--- src/rtl/cpu_phase_sequencer.sv ---
// Per-instruction phase sequencer: FETCH/DECODE/EXECUTE/WRBK/JMP strobes, PC and retired count.
// Optional single-step start from IDLE is enabled by defining SEQ_SINGLE_STEP_EN.
module cpu_phase_sequencer #(
  parameter logic [15:0] RESET_PC = 16'h0000
) (
  input  logic        clk,
  input  logic        rst_n,
  input  logic        run,
  input  logic        halt_req,
  input  logic        step,
  input  logic        mem_ready,
  input  logic        set_pc,
  input  logic [15:0] jump_addr,
  output logic [15:0] pc,
  output logic        fetch_stb,
  output logic        decode_stb,
  output logic        exec_stb,
  output logic        wrbk_stb,
  output logic        jmp_stb,
  output logic        halted,
  output logic [15:0] instr_count
);

  typedef enum logic [2:0] {
    S_IDLE   = 3'd0,
    S_FETCH  = 3'd1,
    S_DECODE = 3'd2,
    S_EXEC   = 3'd3,
    S_WRBK   = 3'd4,
    S_JMP    = 3'd5
  } state_t;

  state_t      state_r, state_nx_s;
  logic        step_go_s;
  logic        step_active_r;
  logic [4:0]  stb_nx_s, stb_r;
  logic        halted_nx_s, halted_r;
  logic [15:0] pc_r, instr_count_r;

`ifdef SEQ_SINGLE_STEP_EN
  assign step_go_s = step & ~run;
`else
  logic unused_step_s;
  assign unused_step_s = step;
  assign step_go_s     = 1'b0;
`endif

  // State register
  always_ff @(posedge clk or negedge rst_n) begin
    if (!rst_n) begin
      state_r <= S_IDLE;
    end else begin
      state_r <= state_nx_s;
    end
  end

  // Next-state decode; illegal encodings recover to IDLE
  always_comb begin
    state_nx_s = S_IDLE;
    case (state_r)
      S_IDLE: begin
        if (run || step_go_s) state_nx_s = S_FETCH;
        else                  state_nx_s = S_IDLE;
      end
      S_FETCH:  state_nx_s = S_DECODE;
      S_DECODE: state_nx_s = S_EXEC;
      S_EXEC:   state_nx_s = S_WRBK;
      S_WRBK: begin
        if (mem_ready) state_nx_s = S_JMP;
        else           state_nx_s = S_WRBK;
      end
      S_JMP: begin
        if (halt_req || !run || step_active_r) state_nx_s = S_IDLE;
        else                                   state_nx_s = S_FETCH;
      end
      default: state_nx_s = S_IDLE;
    endcase
  end

  // Strobe/halted decode from the upcoming state, so outputs can be registered
  always_comb begin
    stb_nx_s    = 5'b00000;
    halted_nx_s = 1'b0;
    case (state_nx_s)
      S_IDLE:   halted_nx_s = 1'b1;
      S_FETCH:  stb_nx_s[0] = 1'b1;
      S_DECODE: stb_nx_s[1] = 1'b1;
      S_EXEC:   stb_nx_s[2] = 1'b1;
      S_WRBK: begin
        if (state_r != S_WRBK) stb_nx_s[3] = 1'b1;
        else                   stb_nx_s    = 5'b00000;
      end
      S_JMP:    stb_nx_s[4] = 1'b1;
      default:  halted_nx_s = 1'b1;
    endcase
  end

  // Output registers
  always_ff @(posedge clk or negedge rst_n) begin
    if (!rst_n) begin
      stb_r    <= 5'b00000;
      halted_r <= 1'b1;
    end else begin
      stb_r    <= stb_nx_s;
      halted_r <= halted_nx_s;
    end
  end

  // PC, retired count and single-step tracking, all committed at the JMP edge
  always_ff @(posedge clk or negedge rst_n) begin
    if (!rst_n) begin
      pc_r          <= RESET_PC;
      instr_count_r <= 16'h0000;
      step_active_r <= 1'b0;
    end else if (state_r == S_JMP) begin
      pc_r          <= set_pc ? jump_addr : pc_r + 16'd1;
      instr_count_r <= instr_count_r + 16'd1;
      step_active_r <= 1'b0;
    end else if ((state_r == S_IDLE) && (state_nx_s == S_FETCH)) begin
      step_active_r <= step_go_s;
    end else begin
      step_active_r <= step_active_r;
    end
  end

  assign pc          = pc_r;
  assign instr_count = instr_count_r;
  assign fetch_stb   = stb_r[0];
  assign decode_stb  = stb_r[1];
  assign exec_stb    = stb_r[2];
  assign wrbk_stb    = stb_r[3];
  assign jmp_stb     = stb_r[4];
  assign halted      = halted_r;

endmodule

--- config.mk ---
export PLATFORM = sky130hd
export DESIGN_NAME = cpu_phase_sequencer
export DESIGN_NICKNAME = d
export VERILOG_FILES = /design/src/rtl/cpu_phase_sequencer.sv
export SDC_FILE = /design/constraint.sdc
export NUM_CORES = 1
export LEC_CHECK = 0
export ABC_AREA = 1
export CAP_MARGIN = 20
export CORE_ASPECT_RATIO = 1.25
export CORE_UTILIZATION = 45
export DETAILED_ROUTE_END_ITERATION = 10
export GPL_TIMING_DRIVEN = 0
export HOLD_SLACK_MARGIN = 0.05
export PLACE_DENSITY = 0.75
export RECOVER_POWER = 100
export SKIP_LAST_GASP = 1
export SYNTH_ARGS = -nofsm -noshare
export SYNTH_HDL_FRONTEND = slang
export SYNTH_SLANG_ARGS = --single-unit
--- constraint.sdc ---
create_clock -name clk -period 3.4 [get_ports clk]
set_clock_uncertainty 0.05 [all_clocks]
set_input_delay 0.68 -clock clk [delete_from_list [all_inputs] [get_ports clk]]
set_output_delay 0.68 -clock clk [all_outputs]
set_load 0.01 [all_outputs]
### After elaboration in Yosys (flattened, before gate mapping)

Cells that the tools add are included.

| operators by class | value |
|---|---|
| div/mod/pow operators | 0 |
| multiply operators | 0 |
| shift operators | 0 |
| eq/ne operators | 11 |
| reductions and logical operators | 7 |
| multiplexer cells | 14 |
| order comparisons | 0 |
| bitwise operators | 0 |
| add/sub/neg operators | 2 |

Operators by type and width:

| operator | count |
|---|---|
| 16-bit by 1-bit adder with 16-bit output (second input constant) | 2 |
| 3-bit case mux with 6 select lines | 1 |
| 16-bit two-way mux | 1 |
| 3-bit by 2-bit == test with 1-bit output (second input constant) | 4 |
| 3-bit == test (second input constant) | 4 |
| 1-bit two-way mux | 12 |
| 3-bit by 1-bit == test with 1-bit output (second input constant) | 2 |
| 5-bit OR reduction | 1 |
| 3-bit zero test | 1 |
| 3-bit != test (second input constant) | 1 |
| 1-bit logical OR | 2 |
| 2-bit nonzero test | 1 |
| 1-bit logical AND | 1 |
| 1-bit zero test | 1 |

| storage, ports and cells | value |
|---|---|
| bits in latches | 0 |
| register bits | 42 |
| bits in writable memories | 0 |
| output and inout port bits | 38 |
| memories | 0 |
| ROM bits | 0 |
| logic and storage cells | 40 |
| input port bits | 23 |

### Logic depth before layout (Yosys ltp)

| depth | value |
|---|---|
| depth in word-level cells | 9 |
| gate-level depth with buffers | 8 |
| gate-level depth less buffers | 8 |

### Worst setup path before layout

Ideal clock, no wire load.

| path | value |
|---|---|
| path type | input to register |
| start | in set_pc |
| end | reg pc_r[4] (netlist: pc[4]) |
| setup time | 0.120 ns |
| setup slack | 1.920 ns |
| buffers on the path | 1 |
| cell stages on the path | 5 |
| arrival | 1.311 ns |
| required time | 3.230 ns |
| cell sequence | clkinv_1 clkbuf_1 a21oi_1 o21ai_0 inv_1 |

| between the ends | value |
|---|---|
| word-level cells in the longest chain between the ends | 1 |

Ends and longest elaborated chain:

| item | line | RTL |
|---|---|---|
| start: declaration | 12 | `input logic set_pc,` |
| 16-bit two-way mux | 116 | `pc_r <= set_pc ? jump_addr : pc_r + 16'd1;` |
| end signal: assignment | 116 |  |
| end: declaration | 38 | `logic [15:0] pc_r, instr_count_r;` |

No other way between the ends.
A chain may end at the register's enable or synchronous reset.

### Worst setup path after layout

| path | value |
|---|---|
| start | reg halted_r (netlist: halted) |
| end | out halted |

RTL lines:

| item | line | RTL |
|---|---|---|
| start: declaration | 37 | `logic halted_nx_s, halted_r;` |
| start signal: assignment | 105 | `halted_r <= halted_nx_s;` |
| end: declaration | 20 | `output logic halted,` |

No word-level cell between the ends.

==> metrics.csv <==
stage,metric,value,unit
sta,Slew HR,63.18,%
setup_path,R2R Setup Slk,1.30,ns
sta,worst slew pin tran,0.5523,ns
clocking,CTS Buf Count,5,
setup_path,CP Capture Point,halted,
setup_path,"Req. time, crit path",2.67,ns
clocking,Resized Gates After CTS,0,
pwr,Pint,0.001333,W
finish,n_diodes,0,
setup_path,critical path arrival,1.41,ns
synth,#FFs+latches synth,41,
global_route,largest net degree at the start of global routing,35,
sta,RSZ-0062 raised after global routing,false,
setup_path,"Worst Path Class, Setup",reg2out,
setup_path,"delay-heaviest family, CP",buffers and inverters,
floorplan,# rows,28,
synth,ys flop type,dfrtp_1,
synth,post-synth top area cell,dfrtp_1,
pwr,Switching Fraction,39.32,%
floorplan,I/O Pins,61,
finish,Layout area overhead,32.85,%
synth,yosys warns,0,
floorplan,die width,66.43,um
setup_path,reg2reg path depth,8,
finish,most frequent cells in the layout,"nand2_1, nor2_1, inv_1",
pwr,Switch Pwr,0.0008638,W
setup_path,crit path max fanout,1,
sta,WHS,0.2804,ns
placed_design,dpl cells,442,
finish,"leading cell type in the layout, fill and taps excluded",nand2_1,
synth,post-synth cell types,32,
global_route,global-route total usage across every layer,22.92,%
status,outcome,finished clean,
synth,ys async rst share,100.0,%
finish,Final Util,63.69,%
placed_design,GPL Wtd Cong,0.8616,
sta,fin crit share,62.82,%
setup_path,slowest CP cell,dlygate4sd3_1,
routing,Initial DRT Pass Iterations,4,
min_path,Min-Delay Path Class,in2async,
pwr,Pleak,1.580,nW
pwr,maximum vdd drop,0.0005378,V
clocking,"Reg clk slew, reported paths",0.09,ns
synth,share of the synthesized area in the top cell type,42.87,%
synth,Area contributors post-synth,"dfrtp_1, nand2_1, nor2_1",
routing,DRC,0,
clocking,clk_lat worst skew,0.30,ns
setup_path,crit start category,flop,
finish,Layout Cells excl Fill,450,
setup_path,CP Depth,1,
setup_path,worst r2r src,state_r[2]$_DFF_PN0_,
clocking,# hold bufs at CTS,0,
sta,Final Max Tran Viols,0,
setup_path,CP startpoint,halted$_DFF_PN1_,
pwr,sequential share of power,37.8,%
placed_design,IO buf count,59,
sta,final setup margin,1.264,ns
clocking,H-tree levels,2,
pwr,Gate power share,40.3,%
pwr,Pwr Density,708.3,nW/um2
synth,syn avg cell area,7.251,um2
setup_path,Max stage delay on crit path,0.60,ns
setup_path,CP endpoint kind,primary output,
floorplan,area of the die,5482,um2
finish,share of post-route cells with drive strength above 1,4.359,%
finish,# nets final,414,
clocking,CTS sink count,41,
global_route,first-pass GRT wire length,9390,um
global_route,vias in the first global route,2139,
setup_path,"Cell Chain, Critical Path",dlygate4sd3_1,
floorplan,Initial Utilization,47.94,%
pwr,Clk network pwr share,21.9,%
placed_design,post-DP HPWL,4191,um
synth,"EDFF count, synth",0,
global_route,initial antenna violation count,0,
synth,sequential share of the synthesized area,44.00,%
synth,area of the mapped netlist,2335,um2
setup_path,reg2reg end,pc[5]$_DFFE_PN0N_,
placed_design,Setup Slack @ Placement,1.173,ns
global_route,gr ovfl total,0,
clocking,CTS root buffer,clkbuf_8,
routing,DR vias/cell,5.004,
sta,max frequency,468.2,MHz
clocking,CTS tree,yes,
routing,post-route ant nets,0,
sta,Fin. Hold Viols,0,
sta,Setup TNS Final,0,ns
finish,fill cell count,449,
flow_run,max_cap viols,0,
clocking,postcts setup bufs,0,
clocking,Clock Path Buffers,2,
synth,Mapped Cells,322,
routing,WL/cell,12.66,um
sta,endpoints failing setup,0,
sta,min Tclk post-route,2.136,ns
routing,final wirelength,5697,um
floorplan,Core Area,4870,um2
routing,initial detailed-routing violation count,154,
setup_path,CP Buf/Inv Count,1,
routing,via count,2252,
synth,syn nets,347,
floorplan,Die H,82.53,um
[kinds of logic after synthesis]
family          share of synthesized area [%]
compound gates                          7.503
xor+xnor                                4.073
fa+ha+maj                               1.072
buf+inv                                 9.378
flops                                   44.00
simple gates                            33.98
[per-layer routing]
| metal | global-route usage (%) | up-vias | wire (um) |
|---|---|---|---|
| met5 | 0 | - | 0 |
| met3 | 6.181 | 7 | 330 |
| met1 | 26.41 | 1045 | 2469 |
| li1 | - | 1138 | - |
| met4 | 8.936 | 0 | 63 |
| met2 | 40.20 | 62 | 2834 |
[worst min-delay path by stage]
stage	from	to	slack (ns)	cells past startpoint
finish	rst_n	pc[10]$_DFFE_PN0N_	0.28	1
global route	rst_n	pc[10]$_DFFE_PN0N_	0.29	1
CTS	rst_n	pc[10]$_DFFE_PN0N_	0.18	1
detailed placement	state_r[1]$_DFF_PN0_	stb_r[1]$_DFF_PN0_	0.42	1
global placement	state_r[1]$_DFF_PN0_	stb_r[1]$_DFF_PN0_	0.42	1
floorplan	rst_n	instr_count[0]$_DFFE_PN0N_	0.33	0
[sequential cells by signal, indices dropped and copies added, names as in the netlist]
signal,flops
halted,1
instr_count,16
pc,16
state_r,3
stb_r,5
[cells in the mapped netlist (2+ instances only)]
cell and count:
nand3_1 25, dfrtp_1 40, xnor2_1 2, buf_4 2
nor2_4 3, nand2_1 85, xor2_1 7, nand4_1 5
inv_1 46, o21ai_0 17, clkbuf_1 2, ha_1 2
buf_2 4, nand2_2 2, nor3_1 7, a21oi_1 8
nor2_1 50
[final cells by class]
type,count,area (um2),area share [%]
Buffer,8,32.53,1.049
Clock buffer,5,68.82,2.219
Clock inverter,3,68.82,2.219
Inverter,47,176.4,5.688
Multi-Input combinational cell,226,1049,33.80
Sequential cell,41,1027,33.12
Tap cell,60,75.07,2.420
Timing Repair Buffer,60,604.3,19.48
[power groups by stage]
| stage | logic, W | registers (W) | clock network, W |
|---|---|---|---|
| after floorplan | 0.000478 | 0.000868 | 0 |
| after global placement | 0.000939 | 0.000838 | 0 |
| after detailed placement | 0.000962 | 0.000846 | 0 |
| after CTS | 0.000967 | 0.000839 | 0.000491 |
| after global routing | 0.00101 | 0.000856 | 0.000513 |
| final | 0.000885 | 0.000831 | 0.000481 |
[stage by stage]
stage	total power [W]	area (um2)
2_1_floorplan	0.001346	2335
3_3_place_gp	0.001777	3000
3_5_place_dp	0.001808	3015
4_1_cts	0.002296	3153
5_1_grt	0.002376	3102
6_report	0.002197	3102
Note: power is estimated with default switching activity, not from simulation.
